<file path="config.mk">
export PLATFORM = sky130hd
export DESIGN_NAME = fetch_redirect_ctrl_flat
export DESIGN_NICKNAME = d
export VERILOG_FILES = /design/src/rtl/fetch_redirect_ctrl_pkg.sv /design/src/rtl/fetch_redirect_ctrl_if.sv /design/src/rtl/fetch_redirect_ctrl_prio_sel.sv /design/src/rtl/fetch_redirect_ctrl.sv /design/src/flat_wrapper.sv
export SDC_FILE = /design/constraint.sdc
export NUM_CORES = 1
export LEC_CHECK = 0
export ABC_CLOCK_PERIOD_IN_PS = 3500
export BUFFER_PORTS_ARGS = -buffer_cell sky130_fd_sc_hd__buf_2
export CORE_UTILIZATION = 57
export DETAILED_ROUTE_END_ITERATION = 8
export HOLD_SLACK_MARGIN = 0.06
export PLACE_DENSITY = 0.95
export RECOVER_POWER = 25
export SYNTH_ARGS = -nofsm -noshare
export SYNTH_HDL_FRONTEND = slang
export SYNTH_SLANG_ARGS = --single-unit
</file>
<file path="constraint.sdc">
create_clock -name CLOCK -period 3.5 [get_ports CLOCK]
set_input_delay 0.875 -clock CLOCK [delete_from_list [all_inputs] [get_ports CLOCK]]
set_output_delay 0.875 -clock CLOCK [all_outputs]
set_load 0.01 [all_outputs]
</file>
<file path="src/rtl/fetch_redirect_ctrl_pkg.sv">
// Shared types and constants for the fetch redirect controller.
package fetch_redirect_ctrl_pkg;

  localparam int unsigned ADDR_W         = 32;
  localparam int unsigned CNT_W_DEF      = 16;
  localparam logic [31:0] BOOT_VECTOR    = 32'hBFC00000;
  localparam logic [31:0] EXC_VECTOR_DEF = 32'hBFC00380;

  // Redirect class; numeric order is the priority order.
  typedef enum logic [1:0] {
    CLS_NONE = 2'd0,
    CLS_BR   = 2'd1,
    CLS_JR   = 2'd2,
    CLS_EXC  = 2'd3
  } redir_cls_e;

  // One arbitrated redirect: class after misalign promotion, target, misalign flag.
  typedef struct packed {
    redir_cls_e        cls;
    logic [ADDR_W-1:0] target;
    logic              misalign;
  } redir_t;

  typedef enum logic {
    ST_IDLE    = 1'b0,
    ST_PENDING = 1'b1
  } state_e;

endpackage

</file>
<file path="src/rtl/fetch_redirect_ctrl_if.sv">
// Request/response bundle between ID/EX hazard logic and the redirect controller.
interface fetch_redirect_ctrl_if #(
  parameter int unsigned CNT_W = 16
);
  logic             STALL;
  logic             BrValid_IN;
  logic [31:0]      BrTarget_IN;
  logic             JrValid_IN;
  logic [31:0]      JrTarget_IN;
  logic             ExcValid_IN;
  logic [31:0]      AltPC_OUT;
  logic             AltPCEnable_OUT;
  logic             Flush_OUT;
  logic             Pending_OUT;
  logic             Misalign_OUT;
  logic [CNT_W-1:0] RedirectCount_OUT;

  // Requester side: drives stall and redirect requests, observes fetch controls.
  modport master (
    output STALL, BrValid_IN, BrTarget_IN, JrValid_IN, JrTarget_IN, ExcValid_IN,
    input  AltPC_OUT, AltPCEnable_OUT, Flush_OUT, Pending_OUT, Misalign_OUT,
           RedirectCount_OUT
  );

  // Controller side.
  modport slave (
    input  STALL, BrValid_IN, BrTarget_IN, JrValid_IN, JrTarget_IN, ExcValid_IN,
    output AltPC_OUT, AltPCEnable_OUT, Flush_OUT, Pending_OUT, Misalign_OUT,
           RedirectCount_OUT
  );
endinterface

</file>
<file path="src/rtl/fetch_redirect_ctrl_prio_sel.sv">
// Redirect priority select: EXC > JR > BR, misaligned BR/JR targets promoted to EXC.
module fetch_redirect_ctrl_prio_sel
  import fetch_redirect_ctrl_pkg::*;
#(
  parameter logic [31:0] EXC_VECTOR = EXC_VECTOR_DEF
) (
  input  logic        br_valid_i,
  input  logic [31:0] br_target_i,
  input  logic        jr_valid_i,
  input  logic [31:0] jr_target_i,
  input  logic        exc_valid_i,
  output redir_t      win_c_o
);

  // Pick the highest-priority request and check target alignment.
  always_comb begin
    win_c_o.cls      = CLS_NONE;
    win_c_o.target   = '0;
    win_c_o.misalign = 1'b0;
    if (exc_valid_i) begin
      win_c_o.cls    = CLS_EXC;
      win_c_o.target = EXC_VECTOR;
    end else if (jr_valid_i) begin
      if (jr_target_i[1:0] != 2'b00) begin
        win_c_o.cls      = CLS_EXC;
        win_c_o.target   = EXC_VECTOR;
        win_c_o.misalign = 1'b1;
      end else begin
        win_c_o.cls    = CLS_JR;
        win_c_o.target = jr_target_i;
      end
    end else if (br_valid_i) begin
      if (br_target_i[1:0] != 2'b00) begin
        win_c_o.cls      = CLS_EXC;
        win_c_o.target   = EXC_VECTOR;
        win_c_o.misalign = 1'b1;
      end else begin
        win_c_o.cls    = CLS_BR;
        win_c_o.target = br_target_i;
      end
    end
  end

endmodule

</file>
<file path="src/rtl/fetch_redirect_ctrl.sv">
// Fetch redirect controller: arbitrates redirects, holds the winner across stalls,
// and drives the fetch alternate-PC load pulse.
module fetch_redirect_ctrl
  import fetch_redirect_ctrl_pkg::*;
#(
  parameter logic [31:0] EXC_VECTOR = EXC_VECTOR_DEF,
  parameter int unsigned CNT_W      = CNT_W_DEF
) (
  input  logic                 CLOCK,
  input  logic                 RESET,
  fetch_redirect_ctrl_if.slave redir_if
);

  redir_t           win_c;
  redir_t           held_q;
  redir_t           issue_sel_c;
  logic             issue_c;
  logic             higher_c;
  state_e           state_q;
  logic [31:0]      altpc_q;
  logic             en_q;
  logic             flush_q;
  logic             pend_q;
  logic             mis_q;
  logic [CNT_W-1:0] cnt_q;

  fetch_redirect_ctrl_prio_sel #(
    .EXC_VECTOR (EXC_VECTOR)
  ) u_prio_sel (
    .br_valid_i  (redir_if.BrValid_IN),
    .br_target_i (redir_if.BrTarget_IN),
    .jr_valid_i  (redir_if.JrValid_IN),
    .jr_target_i (redir_if.JrTarget_IN),
    .exc_valid_i (redir_if.ExcValid_IN),
    .win_c_o     (win_c)
  );

  // Decide whether a redirect issues this cycle and which one.
  always_comb begin
    higher_c    = (win_c.cls > held_q.cls);
    issue_c     = 1'b0;
    issue_sel_c = win_c;
    if (!redir_if.STALL) begin
      if (state_q == ST_PENDING) begin
        issue_c     = 1'b1;
        issue_sel_c = higher_c ? win_c : held_q;
      end else if (win_c.cls != CLS_NONE) begin
        issue_c = 1'b1;
      end
    end
  end

  // FSM, held redirect and registered fetch controls.
  always_ff @(posedge CLOCK or negedge RESET) begin
    if (!RESET) begin
      state_q <= ST_IDLE;
      held_q  <= '0;
      altpc_q <= '0;
      en_q    <= 1'b0;
      flush_q <= 1'b0;
      pend_q  <= 1'b0;
      mis_q   <= 1'b0;
      cnt_q   <= '0;
    end else begin
      en_q    <= 1'b0;
      flush_q <= 1'b0;
      mis_q   <= 1'b0;
      case (state_q)
        ST_IDLE: begin
          if (redir_if.STALL && (win_c.cls != CLS_NONE)) begin
            held_q  <= win_c;
            pend_q  <= 1'b1;
            state_q <= ST_PENDING;
          end
        end
        ST_PENDING: begin
          if (redir_if.STALL) begin
            if (higher_c) begin
              held_q <= win_c;
            end
          end else begin
            pend_q  <= 1'b0;
            held_q  <= '0;
            state_q <= ST_IDLE;
          end
        end
        default: begin
          state_q <= ST_IDLE;
        end
      endcase
      if (issue_c) begin
        en_q    <= 1'b1;
        altpc_q <= issue_sel_c.target;
        flush_q <= (issue_sel_c.cls == CLS_EXC);
        mis_q   <= issue_sel_c.misalign;
        cnt_q   <= cnt_q + CNT_W'(1);
      end
    end
  end

  assign redir_if.AltPC_OUT         = altpc_q;
  assign redir_if.AltPCEnable_OUT   = en_q;
  assign redir_if.Flush_OUT         = flush_q;
  assign redir_if.Pending_OUT       = pend_q;
  assign redir_if.Misalign_OUT      = mis_q;
  assign redir_if.RedirectCount_OUT = cnt_q;

endmodule

</file>
<file path="src/flat_wrapper.sv">
// flat-port wrapper written by rule: the top's interface ports become plain ports
module fetch_redirect_ctrl_flat import fetch_redirect_ctrl_pkg::*;
#(
  parameter logic [31:0] EXC_VECTOR = EXC_VECTOR_DEF,
  parameter int unsigned CNT_W      = CNT_W_DEF
)
  (CLOCK, RESET, redir_if_STALL, redir_if_BrValid_IN, redir_if_BrTarget_IN, redir_if_JrValid_IN, redir_if_JrTarget_IN, redir_if_ExcValid_IN, redir_if_AltPC_OUT, redir_if_AltPCEnable_OUT, redir_if_Flush_OUT, redir_if_Pending_OUT, redir_if_Misalign_OUT, redir_if_RedirectCount_OUT);
  fetch_redirect_ctrl_if #(.CNT_W(CNT_W)) redir_if_i ();
  input  logic CLOCK;
  input  logic RESET;
  input wire logic [$bits(redir_if_i.STALL)-1:0] redir_if_STALL;
  input wire logic [$bits(redir_if_i.BrValid_IN)-1:0] redir_if_BrValid_IN;
  input wire logic [$bits(redir_if_i.BrTarget_IN)-1:0] redir_if_BrTarget_IN;
  input wire logic [$bits(redir_if_i.JrValid_IN)-1:0] redir_if_JrValid_IN;
  input wire logic [$bits(redir_if_i.JrTarget_IN)-1:0] redir_if_JrTarget_IN;
  input wire logic [$bits(redir_if_i.ExcValid_IN)-1:0] redir_if_ExcValid_IN;
  output wire logic [$bits(redir_if_i.AltPC_OUT)-1:0] redir_if_AltPC_OUT;
  output wire logic [$bits(redir_if_i.AltPCEnable_OUT)-1:0] redir_if_AltPCEnable_OUT;
  output wire logic [$bits(redir_if_i.Flush_OUT)-1:0] redir_if_Flush_OUT;
  output wire logic [$bits(redir_if_i.Pending_OUT)-1:0] redir_if_Pending_OUT;
  output wire logic [$bits(redir_if_i.Misalign_OUT)-1:0] redir_if_Misalign_OUT;
  output wire logic [$bits(redir_if_i.RedirectCount_OUT)-1:0] redir_if_RedirectCount_OUT;
  assign redir_if_i.STALL = redir_if_STALL;
  assign redir_if_i.BrValid_IN = redir_if_BrValid_IN;
  assign redir_if_i.BrTarget_IN = redir_if_BrTarget_IN;
  assign redir_if_i.JrValid_IN = redir_if_JrValid_IN;
  assign redir_if_i.JrTarget_IN = redir_if_JrTarget_IN;
  assign redir_if_i.ExcValid_IN = redir_if_ExcValid_IN;
  assign redir_if_AltPC_OUT = redir_if_i.AltPC_OUT;
  assign redir_if_AltPCEnable_OUT = redir_if_i.AltPCEnable_OUT;
  assign redir_if_Flush_OUT = redir_if_i.Flush_OUT;
  assign redir_if_Pending_OUT = redir_if_i.Pending_OUT;
  assign redir_if_Misalign_OUT = redir_if_i.Misalign_OUT;
  assign redir_if_RedirectCount_OUT = redir_if_i.RedirectCount_OUT;
  fetch_redirect_ctrl #(.EXC_VECTOR(EXC_VECTOR), .CNT_W(CNT_W)) u_core (.CLOCK(CLOCK), .RESET(RESET), .redir_if(redir_if_i));
endmodule
</file>
==> flow_metrics.tcl <==
set metrics [dict create \
    ys_types 52 \
    gp_congestion 0.866 \
    avgSynthCellArea_um2 10.6 \
    powerDensity_mw_per_mm2 485 \
    met3_usage_pct 4.38 \
    pwr-share-clk_pct 27.3 \
    die_y_um 90.3 \
    vdd_drop_max_v 0.000255 \
    yosys.area.top_type "dfrtp_1" \
    final-hold-violation-count 0 \
    final.min_clock_period_ns 2.83 \
    cts.sinks 88 \
    period_share_pct 80.8 \
    drv_cap 0 \
    io_buffer_count 121 \
    drive_gt1_share_pct 33.9 \
    p_seq_share_pct 49.0 \
    required_ns 3.79 \
    worstMarginPinSlew_ns 1.37 \
    grt_max_degree 57 \
    via_per_inst 6.06 \
    met1_usage_pct 36.1 \
    grt_pass1_wl_um 18200 \
    cts_buffers 9 \
    cts_resized 0 \
    ys_warn_count 0 \
    io-pin-count 122 \
    syn_nets 493 \
    die_x_um 90.3 \
    slew_viol_final 0 \
    cts_root_buffer "clkbuf_8" \
    hp-class "reg2reg" \
    wl_um 11100 \
    cts_buffer_depth 2 \
    synth_edf_count 0 \
    diodes 0 \
    antenna_found_initial 0 \
    start_util_pct 60.0 \
    vias 3874 \
    first_global_vias 3799 \
    p_sw_share_pct 32.8 \
    wl_per_cell_um 17.4 \
    clk_pin_slew_ns 0.09 \
    cp_max_fo 11 \
    yosys-top-cells-area "dfrtp_1, a22o_1, o22a_1" \
    start_kind "input port" \
    relSlewSlack_pct 8.81 \
    power_frac_comb_pct 23.6 \
    yosys_register_bits 88 \
    ys_seq_area_share_pct 49.5 \
    whs_ns 0.476 \
    layout_common_cells "buf_2, dfrtp_1, nand2_1" \
    holdPathStages 1 \
    p_switching_uw 842 \
    final.setup.tns_ns 0 \
    cts_tree "done" \
    use_met2_pct 46.4 \
    mostFrequentLayoutCell "buf_2" \
    async_flop_share_pct 100 \
    final_antenna_net_count 0 \
    dpl.hpwl_um 7750 \
    die_area_mm2 0.00816 \
    netlist_instances 419 \
    grt-ovfl-total 0 \
    track_usage_pct 28.2 \
    skew_ns 0.0105 \
    leakage_uw 0.00255 \
    clk_latency_ns 0.36 \
    yosys.area.top_type_share_pct 49.5 \
    grt-busiest-layer "met2" \
    setup_violations 0 \
    outcome "finished, final reports clean" \
    finalPower_uw 2570 \
    synth_flop_cell "dfrtp_1" \
    dr.first_iter.drc_count 224 \
    critPathKind "in2reg" \
    hold_buffers 0 \
    syn2layout_area_growth_pct 18.9 \
    htreeDepth 3 \
    syn-cell-area_mm2 0.00445 \
    dr.pass1.iters 5 \
    post_cts_buffers 0 \
    max_freq_mhz 354 \
    p_int_uw 1720 \
    rsz0062_at_grt "false" \
    drc 0 \
    arrival_ns 3.12 \
    num_rows 31 \
    critPathCaptureType "flip-flop" \
    reg2reg_depth 7 \
    nets 609 \
    core_area_mm2 0.00741 \
]
[power by group through the flow]
stage | Clock, uW | Combinational, uW | Sequential (uW)
2_1_floorplan | 0 | 334 | 1300
3_3_place_gp | 0 | 582 | 1270
3_5_place_dp | 0 | 606 | 1270
4_1_cts | 703 | 610 | 1260
5_1_grt | 749 | 661 | 1280
6_report | 701 | 607 | 1260
[state kept, by name, indices dropped and copies added (netlist names)]
name,cells
u_core.state_q,1
u_core.redir_if.Misalign_OUT,1
u_core.redir_if.Pending_OUT,1
u_core.redir_if.RedirectCount_OUT,16
u_core.redir_if.AltPC_OUT,32
u_core.redir_if.AltPCEnable_OUT,1
u_core.held_q,35
u_core.redir_if.Flush_OUT,1
[critical path, cell delays in order]
cell and delay, ns:
buf_2 0.12, or2_1 0.24, a211o_1 0.35, ha_1 0.36
and3_4 0.22, a211o_1 0.43, buf_4 0.26, nor2_4 0.12
o22a_1 0.15
[cell type report]
| type | count | area (um2) |
|---|---|---|
| tap | 99 | 124 |
| fill | 546 | 2120 |
| clock inverter | 7 | 70.1 |
| multi-input combinational | 293 | 2030 |
| timing repair buffer | 136 | 714 |
| inverter | 7 | 26.3 |
| clock buffer | 9 | 124 |
| sequential | 88 | 2200 |
[layer usage]
metal,part of all wire [%],up-vias
li1,-,1751
met1,40,1895
met2,50,182
met3,5.5,46
met4,4.2,0
met5,0,-
[stage by stage]
stage | worst slack, ns | area, um2 | instances | utilization [%]
2_1_floorplan | 0.525 | 4450 | 419 | -
3_3_place_gp | 0.369 | 5100 | 623 | 68.8
3_5_place_dp | 0.320 | 5100 | 623 | 68.8
4_1_cts | 0.682 | 5290 | 639 | 71.4
5_1_grt | 0.567 | 5290 | 639 | 71.4
6_report | 0.672 | 5290 | 639 | 71.4
[synthesized netlist by cell type, types with 2 or more instances]
library cell and n:
nand2b_1 2, xor2_1 8, ha_1 4, a21oi_2 2, o21a_1 2, nor2_4 10, a21o_1 19, nor4b_2 2
nand4_1 2, nand2_1 35, dfrtp_1 88, nor4b_4 2, a21oi_1 2, o21ai_0 26, o21ai_1 26, inv_1 5
and2_1 3, a211o_1 2, nor3_2 4, o31a_1 12, nand3_1 3, inv_2 2, nor3_1 15, nor2_1 26
a22o_1 22, a22oi_1 18, buf_2 11, xnor2_1 7, and3_1 2, buf_6 9, clkbuf_1 10, o22a_1 18
[path summary, 6_finish.rpt]
path                                                       startpoint                                     to  slack [ns]
worst max-delay path                          redir_if_BrTarget_IN[0]          u_core.redir_if.AltPC_OUT[18]        0.67
worst min-delay path            u_core.redir_if.RedirectCount_OUT[15]  u_core.redir_if.RedirectCount_OUT[15]        0.48
worst max register to register                      u_core.held_q[34]          u_core.redir_if.AltPC_OUT[18]        1.48
worst min register to register  u_core.redir_if.RedirectCount_OUT[15]  u_core.redir_if.RedirectCount_OUT[15]        0.48
max in group asynchronous                                       RESET                      u_core.held_q[12]        1.23
min in group asynchronous                                       RESET          u_core.redir_if.AltPC_OUT[28]        0.82
[kinds of logic (layout without fill, tap and decap cells)]
logic type               after synthesis  in the layout  synth area share (%)
XOR/XNOR                              15             15                  2.96
buffers and inverters                 38            159                  5.12
AO/OA/AOI/OAI                        156            156                  25.1
adder cells (fa/ha/maj)                4              4                  1.13
AND/OR/NAND/NOR                      118            118                  16.2
flip-flops                            88             88                  49.5
No activity file was read; power rests on OpenSTA's default activity.
